===== config.mk =====
export PLATFORM = sky130hd
export DESIGN_NAME = noc_flit_tx
export DESIGN_NICKNAME = d
export VERILOG_FILES = /design/src/rtl/noc_tx_pkg.sv /design/src/rtl/noc_credit_counter.sv /design/src/rtl/noc_flit_tx.sv
export SDC_FILE = /design/constraint.sdc
export NUM_CORES = 1
export LEC_CHECK = 0
export CAP_MARGIN = 20
export CELL_PAD_IN_SITES_DETAIL_PLACEMENT = 1
export CELL_PAD_IN_SITES_GLOBAL_PLACEMENT = 2
export CORE_MARGIN = 1
export CORE_UTILIZATION = 29
export CTS_BUF_LIST = sky130_fd_sc_hd__clkbuf_4 sky130_fd_sc_hd__clkbuf_8 sky130_fd_sc_hd__clkbuf_16
export DETAILED_ROUTE_END_ITERATION = 10
export PLACE_DENSITY = 0.79
export SLEW_MARGIN = 15
export SYNTH_ARGS = -nofsm -noshare
export SYNTH_HDL_FRONTEND = slang
export SYNTH_SLANG_ARGS = --single-unit
export TNS_END_PERCENT = 20

===== constraint.sdc =====
create_clock -name clk -period 4.15 [get_ports clk]
set_input_delay 1.0375 -clock clk [delete_from_list [all_inputs] [get_ports clk]]
set_output_delay 1.0375 -clock clk [all_outputs]
set_load 0.02 [all_outputs]

===== src/rtl/noc_tx_pkg.sv =====
// Shared types and sizing helpers for the credit-based NoC flit transmitter.
package noc_tx_pkg;

  // Transmitter control states.
  typedef enum logic [0:0] {
    IDLE = 1'b0,
    SEND = 1'b1
  } tx_state_e;

  // Width needed to hold a credit count from 0 up to and including depth.
  function automatic int cnt_width(input int depth);
    return $clog2(depth + 1);
  endfunction

  // Width of the chunk index. The minimum is one bit so the index
  // still exists when a beat is a single flit.
  function automatic int idx_width(input int sf);
    return (sf > 1) ? $clog2(sf) : 1;
  endfunction

endpackage


===== src/rtl/noc_credit_counter.sv =====
// Downstream credit tracker. It starts full, decrements on every send and
// increments on every returned credit. A credit that arrives while the
// count is already full is dropped and sets a sticky overflow flag.
module noc_credit_counter
  import noc_tx_pkg::*;
#(
  parameter  int DEPTH = 8,
  localparam int CW    = cnt_width(DEPTH)
) (
  input  logic          clk,
  input  logic          rst_n,
  input  logic          credit_in,
  input  logic          consume,
  output logic [CW-1:0] count,
  output logic          can_send,
  output logic          err_ovf
);

  localparam logic [CW-1:0] FULL = CW'(DEPTH);

  // Sending is gated only by the registered count. A credit arriving this
  // cycle becomes usable on the next cycle.
  assign can_send = (count != '0);

  // Update the count. A simultaneous return and consume cancel each other.
  always_ff @(posedge clk or negedge rst_n) begin
    // NOTE: sequential state uses non-blocking assignments so every flop
    // samples the values from before the edge, whatever the statement order.
    if (!rst_n) begin
      count   <= FULL;
      err_ovf <= 1'b0;
    end else begin
      unique case ({credit_in, consume})
        2'b10: begin
          if (count == FULL) err_ovf <= 1'b1;
          else               count   <= count + 1'b1;
        end
        2'b01:   count <= count - 1'b1;
        default: ;
      endcase
    end
  end

endmodule


===== src/rtl/noc_flit_tx.sv =====
// Credit-based flit transmitter. It accepts AXI-Stream beats, splits each
// beat LSB-first into SERIALIZATION_FACTOR flits and drives a router input
// port. A flit is never sent unless a downstream credit is held.
module noc_flit_tx
  import noc_tx_pkg::*;
#(
  parameter  int TDATA_WIDTH          = 128,
  parameter  int TDEST_WIDTH          = 4,
  parameter  int TID_WIDTH            = 2,
  parameter  int SERIALIZATION_FACTOR = 2,
  parameter  int FLIT_BUFFER_DEPTH    = 8,
  localparam int DEST_WIDTH           = TDEST_WIDTH + TID_WIDTH,
  localparam int FLIT_WIDTH           = TDATA_WIDTH / SERIALIZATION_FACTOR
) (
  input  logic                                   clk,
  input  logic                                   rst_n,
  input  logic                                   axis_tvalid,
  output logic                                   axis_tready,
  input  logic [TDATA_WIDTH-1:0]                 axis_tdata,
  input  logic                                   axis_tlast,
  input  logic [TID_WIDTH-1:0]                   axis_tid,
  input  logic [TDEST_WIDTH-1:0]                 axis_tdest,
  output logic [FLIT_WIDTH-1:0]                  data_out,
  output logic [DEST_WIDTH-1:0]                  dest_out,
  output logic                                   is_tail_out,
  output logic                                   send_out,
  input  logic                                   credit_in,
  output logic [$clog2(FLIT_BUFFER_DEPTH+1)-1:0] credit_count,
  output logic                                   busy,
  output logic                                   err_credit_ovf
);

  localparam int                  IDX_WIDTH = idx_width(SERIALIZATION_FACTOR);
  localparam logic [IDX_WIDTH-1:0] LAST_IDX = IDX_WIDTH'(SERIALIZATION_FACTOR - 1);

  tx_state_e                 state;
  logic [IDX_WIDTH-1:0]      idx;
  logic [TDATA_WIDTH-1:0]    hold_data;
  logic                      hold_last;
  logic [DEST_WIDTH-1:0]     hold_dest;

  logic                      can_send;
  logic                      fire;
  logic                      last_chunk;
  logic                      handshake;
  logic [FLIT_WIDTH-1:0]     chunk;

  // Credit bookkeeping. One credit is consumed for every flit emitted.
  noc_credit_counter #(
    .DEPTH (FLIT_BUFFER_DEPTH)
  ) u_credit (
    .clk       (clk),
    .rst_n     (rst_n),
    .credit_in (credit_in),
    .consume   (fire),
    .count     (credit_count),
    .can_send  (can_send),
    .err_ovf   (err_credit_ovf)
  );

  assign fire        = (state == SEND) && can_send;
  assign last_chunk  = (idx == LAST_IDX);
  // A new beat can be taken while the final chunk of the current one leaves,
  // so back-to-back beats stream without a bubble.
  assign axis_tready = (state == IDLE) || (fire && last_chunk);
  assign handshake   = axis_tvalid && axis_tready;
  assign busy        = (state == SEND);

  // Select the chunk currently addressed by idx, least significant first.
  always_comb begin
    // NOTE: give every always_comb output a default first so no path
    // leaves it unassigned and a latch is inferred.
    chunk = '0;
    chunk = hold_data[int'(idx)*FLIT_WIDTH +: FLIT_WIDTH];
  end

  // Capture each accepted beat into the hold register.
  // NOTE: the hold register is deliberately not reset; it is only read while
  // state==SEND, which requires a capture first, so a reset would only add
  // load on the reset tree.
  always_ff @(posedge clk) begin
    if (handshake) begin
      hold_data <= axis_tdata;
      hold_last <= axis_tlast;
      hold_dest <= {axis_tid, axis_tdest};
    end
  end

  // Control FSM: walk the chunk index while credits allow, rearm on a new beat.
  always_ff @(posedge clk or negedge rst_n) begin
    if (!rst_n) begin
      state <= IDLE;
      idx   <= '0;
    end else begin
      unique case (state)
        IDLE: begin
          if (handshake) begin
            state <= SEND;
            idx   <= '0;
          end
        end
        SEND: begin
          if (fire) begin
            if (last_chunk) begin
              idx   <= '0;
              state <= handshake ? SEND : IDLE;
            end else begin
              idx <= idx + 1'b1;
            end
          end
        end
        default: begin
          state <= IDLE;
          idx   <= '0;
        end
      endcase
    end
  end

  // Registered flit outputs. Payload fields hold between sends.
  always_ff @(posedge clk or negedge rst_n) begin
    if (!rst_n) begin
      send_out    <= 1'b0;
      data_out    <= '0;
      dest_out    <= '0;
      is_tail_out <= 1'b0;
    end else begin
      send_out <= fire;
      if (fire) begin
        data_out    <= chunk;
        dest_out    <= hold_dest;
        is_tail_out <= hold_last && last_chunk;
      end
    end
  end

endmodule


==> run_results.csv, run 1 <==
group,metric,value,unit
flow_run,number_of_maximum_capacitance_violations,0,
grt,grt.total_usage,0.138,
worst_setup_path,setup.worst_path.class,"flop to output pin",
synthesis,postSynth.topFlopCell,"sky130_fd_sc_hd__edfxtp_1",
placement,gp_congestion,0.739,
detailed_routing,drtIter0Drc,266,
pwr,leakagePower,4.17,nW
synthesis,synth.net_count,627,
sta,timing.clock.skew,27.3,ps
floorplanning,num_rows,59,
synthesis,post_synth_most_frequent_cells,"135 x sky130_fd_sc_hd__edfxtp_1, 78 x sky130_fd_sc_hd__dfrtp_1, 68 x sky130_fd_sc_hd__o21ai_0, 67 x sky130_fd_sc_hd__nand2_1, 64 x sky130_fd_sc_hd__mux2i_1",
sta,worst_slew_pin_slew,932,ps
clock_tree,tritoncts_num_sinks,214,
sta,setup_repair_after_global_routing_missed_its_margin,"no",
clock_tree,cts_buffers,24,
cells_and_area,synthToLayoutAreaGrowth,42.5,%
floorplanning,fp.dieArea,0.0275,mm²
sta,period_needed,3360,ps
worst_setup_path,critical_path_arrival,2320,ps
grt,antenna_found_initial,3,
clock_tree,cts.reportedPaths.clkPinSlew,60,ps
clock_tree,tritoncts,"built",
cells_and_area,num-fill-cells,2635,
sta,finalHoldViolations,0,
floorplanning,area_of_the_placeable_core,0.0262,mm²
synthesis,syn-instance-count,487,
synthesis,syn_area_per_cell,16.0,µm²
pwr,p_per_area,748,mW/mm²
synthesis,syn-cell-area,0.00778,mm²
sta,final.setup.tns,0,ps
placement,detailedPlacementHpwl,12700,µm
clock_tree,clock-root-buffer,"sky130_fd_sc_hd__clkbuf_16",
placement,port-buffer-count,217,
worst_setup_path,crit_path_cell_trace,"nor4_1 -> o21ai_0 -> clkdlybuf4s50_1",
synthesis,ys_warn_count,0,
detailed_routing,viasPerCell,4.43,
clock_tree,cts_repair_resize_count,0,
synthesis,top_cells_by_area_in_the_synthesized_netlist,"sky130_fd_sc_hd__edfxtp_1 52%, sky130_fd_sc_hd__dfrtp_1 25%, sky130_fd_sc_hd__mux2i_1 8.2%",
synthesis,synthMostInstantiatedCell,"sky130_fd_sc_hd__edfxtp_1",
synthesis,synth_top_cell_by_area,"sky130_fd_sc_hd__edfxtp_1",
cells_and_area,drive_above_1_share,0.0772,
floorplanning,initial_core_util,0.297,
worst_setup_path,largest_fanout_on_the_critical_path,11,
clock_tree,insertion_delay,540,ps
sta,period_share,0.810,
worst_setup_path,worst_path_dominant_cell_family,"buffers and inverters",
grt,grt_start_max_net_pins,136,
worst_setup_path,critical_path.endpoint_type,"output pin",
sta,clock.fmax,298,MHz
synthesis,synth_seq_cells,214,
synthesis,yosysUniqueCellTypes,39,
sta,setup_viol,0,
worst_setup_path,critical_path.slowest_cell,"sky130_fd_sc_hd__clkdlybuf4s50_1",
worst_setup_path,critical_path.startpoint_type,"flop",
pwr,worst_ir_drop_vdd,0.277,mV
floorplanning,top_level_ports,218,
synthesis,synth_async_sr_flop_share,0.369,
detailed_routing,route.antenna.remaining_nets,0,
grt,first_global_vias,5180,
worst_setup_path,crit_cells,3,
detailed_routing,routedWlPerCell,17.9,µm
clock_tree,post_cts_buffers,0,
worst_setup_path,critical-path-max-stage-delay,600,ps
synthesis,synth-edff-count,135,
synthesis,synth_sequential_area_ratio,0.776,
sta,tightest_slew_margin_relative_to_the_limit,0.379,
clock_tree,ctsLongestPathBuffers,3,
grt,grt_overflow_total,0,
detailed_routing,detailedRoute.firstPassIterationCount,7,
floorplanning,floorplan.die.height,166,µm
pwr,report.power.total,8.28,mW
detailed_routing,drt-total-wl,19000,µm
sta,slew_viol_final,0,
worst_setup_path,worst_r2r_path_depth,7,
grt,grt_pass1_wl,29600,µm
worst_setup_path,req_time_crit_path,3110,ps
min_path,worst_hold_path_type,"flop to flop",
placement,placedInstanceArea,0.0103,mm²
synthesis,area_fraction_of_the_dominant_cell_type_after_synthesis,0.521,
clock_tree,cts_htree_levels,1,
clock_tree,hold_fix_buffers_at_cts,0,
detailed_routing,routed_vias,4695,
cells_and_area,post_route_cell_area,0.0111,mm²
sta,fin_hold_ws,482,ps
worst_setup_path,path_buf_inv,1,
detailed_routing,drc_errors,10,
min_path,timing.hold.worst_path_depth,2,
floorplanning,die_w,166,µm
cells_and_area,final_standard_cell_count_with_taps_included_and_fillers_excluded,1061,
outcome,status,"complete, but fails checks",
outcome,violations,"DRC",
cells_and_area,finish.net_count,847,
placement,placed_cells_incl_taps,1016,
[state kept, by name, summed over array words and instances (netlist names)]
register and count:
hold_data 128, data_out 64, dest_out 6, hold_dest 6
u_credit.count 4, busy 1, hold_last 1, idx 1
is_tail_out 1, send_out 1, u_credit.err_ovf 1
[area by class of cell]
cell class              instances  area [µm²]  area share
clock buffers                  33         687      0.0620
inverters                       4        15.0     0.00135
repair buffers                222        2220       0.200
flip-flops and latches        214        6040       0.545
well taps                     335         419      0.0378
clock inverters                11         124      0.0112
diodes                          1        2.50    0.000226
multi-input cells             241        1580       0.142
[power by group]
group	switching, mW	total [mW]	internal (mW)
sequential	0.419	3.45	3.03
combinational	1.48	2.70	1.22
clock	0.848	2.13	1.29
total	2.75	8.28	5.54
[cell families (layout without fill, tap and decap cells)]
logic type / Yosys count / count (layout) / share of synthesized area
buffers and inverters: 32 / 270 / 0.0216
other: 0 / 1 / 0
adders and majority gates: 1 / 1 / 0.00161
DFF: 214 / 214 / 0.776
and+or+nand+nor: 86 / 86 / 0.0476
xor gates and xnor gates: 2 / 2 / 0.00225
AOI/OAI and AO/OA: 82 / 82 / 0.0602
muxes: 70 / 70 / 0.0911
[metal layers]
layer / vias to the layer above / routed length (µm) / GRT usage
li1: 2220 / - / -
met1: 2299 / 7920 / 0.169
met2: 139 / 9390 / 0.235
met3: 37 / 1080 / 0.0329
met4: 0 / 589 / 0.0528
met5: - / 0 / 0
[worst register-to-register path, cell delays in order, from the launching register on]
cell	delay, ps
sky130_fd_sc_hd__dfrtp_1	520
sky130_fd_sc_hd__nor4_1	480
sky130_fd_sc_hd__nor2_1	130
sky130_fd_sc_hd__xnor2_1	150
sky130_fd_sc_hd__ha_1	220
sky130_fd_sc_hd__nor4b_1	530
sky130_fd_sc_hd__a221oi_1	210
sky130_fd_sc_hd__nor3_1	200
[final timing paths]
kind,start,end,slack (ps)
hold / removal,data_out[3],data_out[3],480
setup reg to reg,u_credit.count[1],u_credit.count[2],1620
min in group asynchronous,rst_n,data_out[3],670
hold reg to reg,data_out[3],data_out[3],480
max in group asynchronous,rst_n,data_out[32],2710
setup / recovery,u_credit.count[1],axis_tready,790
[per-stage QoR]
| stage | util | setup WS, ps |
|---|---|---|
| floorplan | - | 433 |
| global placement | 0.392 | 1010 |
| detailed placement | 0.392 | 753 |
| CTS | 0.423 | 736 |
| global route | 0.423 | 560 |
| finish | 0.423 | 790 |
[layout by cell type, fill, tap and decap left out, drive strengths merged, types with 2 or more instances in the layout]
cell type / n
mux2: 6
nand2b: 3
nor2: 2
edfxtp: 135
nor2b: 2
mux2i: 64
bufinv: 2
nand2: 67
a211oi: 2
inv: 4
clkinv: 9
a221oi: 4
clkbuf: 33
nor4: 3
buf: 6
and3: 2
o21ai: 69
dfrtp: 78
clkdlybuf4s50: 216
Power figures use the tool's default switching activity.
==> inputs of run 2 (changes only) <==
==> constraint.sdc (replaced) <==
create_clock -name clk -period 3.02 [get_ports clk]
set_input_delay 0.755 -clock clk [delete_from_list [all_inputs] [get_ports clk]]
set_output_delay 0.755 -clock clk [all_outputs]
set_load 0.02 [all_outputs]
==> run_results.csv, run 2 (synthesis gave the netlist of run 1 again) <==
group,metric,value,unit
outcome,status,"complete, but fails checks",
outcome,violations,"DRC",
sta,final.setup.tns,0,ps
grt,first_global_vias,5318,
worst_setup_path,critical_path.startpoint_type,"flop",
clock_tree,cts_htree_levels,1,
floorplanning,floorplan.die.height,166,µm
sta,slew_viol_final,0,
floorplanning,initial_core_util,0.297,
sta,worst_slew_pin_slew,645,ps
placement,gp_congestion,0.761,
sta,timing.clock.skew,12.3,ps
floorplanning,num_rows,59,
pwr,share_clk_of_total_power,0.254,
sta,tightest_slew_margin_relative_to_the_limit,0.570,
placement,dp_worst_setup_slack,234,ps
worst_setup_path,setup.worst_path.class,"flop to output pin",
cells_and_area,regMostFlops,"hold_data",
detailed_routing,routedWlPerCell,17.8,µm
pwr,intPower,7.68,mW
placement,detailedPlacementHpwl,13200,µm
sta,clock.fmax,377,MHz
clock_tree,cts_buffers,24,
clock_tree,insertion_delay,510,ps
floorplanning,top_level_ports,218,
sta,fin_ws,366,ps
clock_tree,tritoncts_num_sinks,214,
detailed_routing,drt-total-wl,19000,µm
clock_tree,tritoncts,"built",
clock_tree,ctsLongestPathBuffers,3,
worst_setup_path,req_time_crit_path,2260,ps
sta,setup_repair_after_global_routing_missed_its_margin,"no",
worst_setup_path,largest_fanout_on_the_critical_path,14,
detailed_routing,routed_vias,4768,
cells_and_area,final_standard_cell_count_with_taps_included_and_fillers_excluded,1069,
detailed_routing,drc_errors,9,
sta,fin_hold_ws,222,ps
pwr,pwr-share-comb,0.340,
pwr,power_share_of_the_sequential_group,0.406,
cells_and_area,post_route_cell_area,0.0112,mm²
cells_and_area,layout.cells.most_common_list,"215 x sky130_fd_sc_hd__clkdlybuf4s50_1, 135 x sky130_fd_sc_hd__edfxtp_1, 77 x sky130_fd_sc_hd__dfrtp_1, 67 x sky130_fd_sc_hd__nand2_1, 67 x sky130_fd_sc_hd__o21ai_0",
pwr,leakagePower,4.24,nW
cells_and_area,most_common_cell_after_layout_fill_and_taps_aside,"sky130_fd_sc_hd__clkdlybuf4s50_1",
min_path,worst_hold_path_type,"input port to asynchronous set/reset pin",
pwr,p_per_area,1020,mW/mm²
clock_tree,clock-root-buffer,"sky130_fd_sc_hd__clkbuf_16",
worst_setup_path,crit_path_cell_trace,"clkdlybuf4s50_1",
clock_tree,post_cts_buffers,0,
pwr,worst_ir_drop_vdd,0.492,mV
detailed_routing,viasPerCell,4.46,
placement,placed_cells_incl_taps,1024,
floorplanning,die_w,166,µm
worst_setup_path,regToRegSetupSlack,610,ps
sta,period_needed,2650,ps
flow_run,number_of_maximum_capacitance_violations,0,
worst_setup_path,critical_path_arrival,1900,ps
cells_and_area,synthToLayoutAreaGrowth,44.1,%
detailed_routing,detailedRoute.firstPassIterationCount,9,
pwr,switching_share,0.331,
placement,port-buffer-count,217,
cells_and_area,finish.net_count,855,
worst_setup_path,timing.rr.end,"u_credit.count[2]",
worst_setup_path,rr_startpoint,"u_credit.count[0]",
detailed_routing,drtIter0Drc,281,
worst_setup_path,critical-path-max-stage-delay,710,ps
floorplanning,area_of_the_placeable_core,0.0262,mm²
worst_setup_path,worst_r2r_path_depth,7,
cells_and_area,num-fill-cells,2637,
sta,setup_viol,0,
worst_setup_path,critical_path.slowest_cell,"sky130_fd_sc_hd__dfstp_2",
grt,grt.total_usage,0.138,
grt,antenna_found_initial,1,
sta,period_share,0.879,
grt,grt_start_max_net_pins,140,
cells_and_area,drive_above_1_share,0.0928,
pwr,netSwitchingPower,3.79,mW
worst_setup_path,path_buf_inv,1,
placement,placedInstanceArea,0.0104,mm²
pwr,report.power.total,11.5,mW
clock_tree,cts.reportedPaths.clkPinSlew,60,ps
sta,finalHoldViolations,0,
worst_setup_path,worst_path_dominant_cell_family,"flip-flops",
cells_and_area,largest_registers,"hold_data (128), data_out (64)",
cells_and_area,largest_reg_flops,128,
grt,grt_pass1_wl,29600,µm
grt,grt_overflow_total,0,
floorplanning,fp.dieArea,0.0275,mm²
detailed_routing,route.antenna.remaining_nets,0,
worst_setup_path,critical_path.endpoint_type,"output pin",
cells_and_area,finish.utilization,0.427,
## run 2: cell types whose count changed in the layout (fill, tap and decap cells not counted), moves of 2 or more
cell / delta
sky130_fd_sc_hd__buf_4: +4
sky130_fd_sc_hd__buf_12: +4
sky130_fd_sc_hd__clkinv_2: +4
sky130_fd_sc_hd__clkbuf_4: -3
sky130_fd_sc_hd__clkbuf_8: -2
sky130_fd_sc_hd__clkinv_1: -3
sky130_fd_sc_hd__clkinv_4: +3
## run 2: power groups by stage
stage | Clock, mW | Combinational (mW) | Sequential [mW]
floorplan | 0 | 1.56 | 5.20
global placement | 0 | 3.83 | 4.65
detailed placement | 0 | 3.97 | 4.71
CTS | 3.03 | 3.98 | 4.68
global route | 3.13 | 4.20 | 4.78
finish | 2.92 | 3.90 | 4.66
## run 2: worst max-delay path by stage
stage	startpoint	end	slack, ps	depth (start not counted)
floorplan	u_credit.count[2]	hold_data[0]	220	4
global placement	credit_in	u_credit.count[2]	340	8
detailed placement	credit_in	u_credit.count[2]	230	8
CTS	u_credit.count[3]	axis_tready	20	3
global route	u_credit.count[0]	axis_tready	250	3
finish	u_credit.count[3]	credit_count[3]	370	1
## run 2: area by class of cell
class | count | area (µm²) | share of cell area
clock inverters | 16 | 175 | 0.0156
flip-flops and latches | 214 | 6040 | 0.539
clock buffers | 28 | 637 | 0.0569
diodes | 1 | 2.50 | 0.000223
repair buffers | 230 | 2330 | 0.208
inverters | 4 | 15.0 | 0.00134
multi-input cells | 241 | 1590 | 0.142
well taps | 335 | 419 | 0.0374
## run 2: repair_timing
action / in CTS / in global routing
resized for setup: 1 / 1
hold buffers: 0 / 0
endpoints found under the setup margin: 1 / 1
## run 2: per-layer routing
metal | part of all wire | vias up | global-route usage
li1 | - | 2237 | -
met1 | 0.40 | 2359 | 0.161
met2 | 0.52 | 140 | 0.249
met3 | 0.051 | 32 | 0.0284
met4 | 0.027 | 0 | 0.0528
met5 | 0 | - | 0
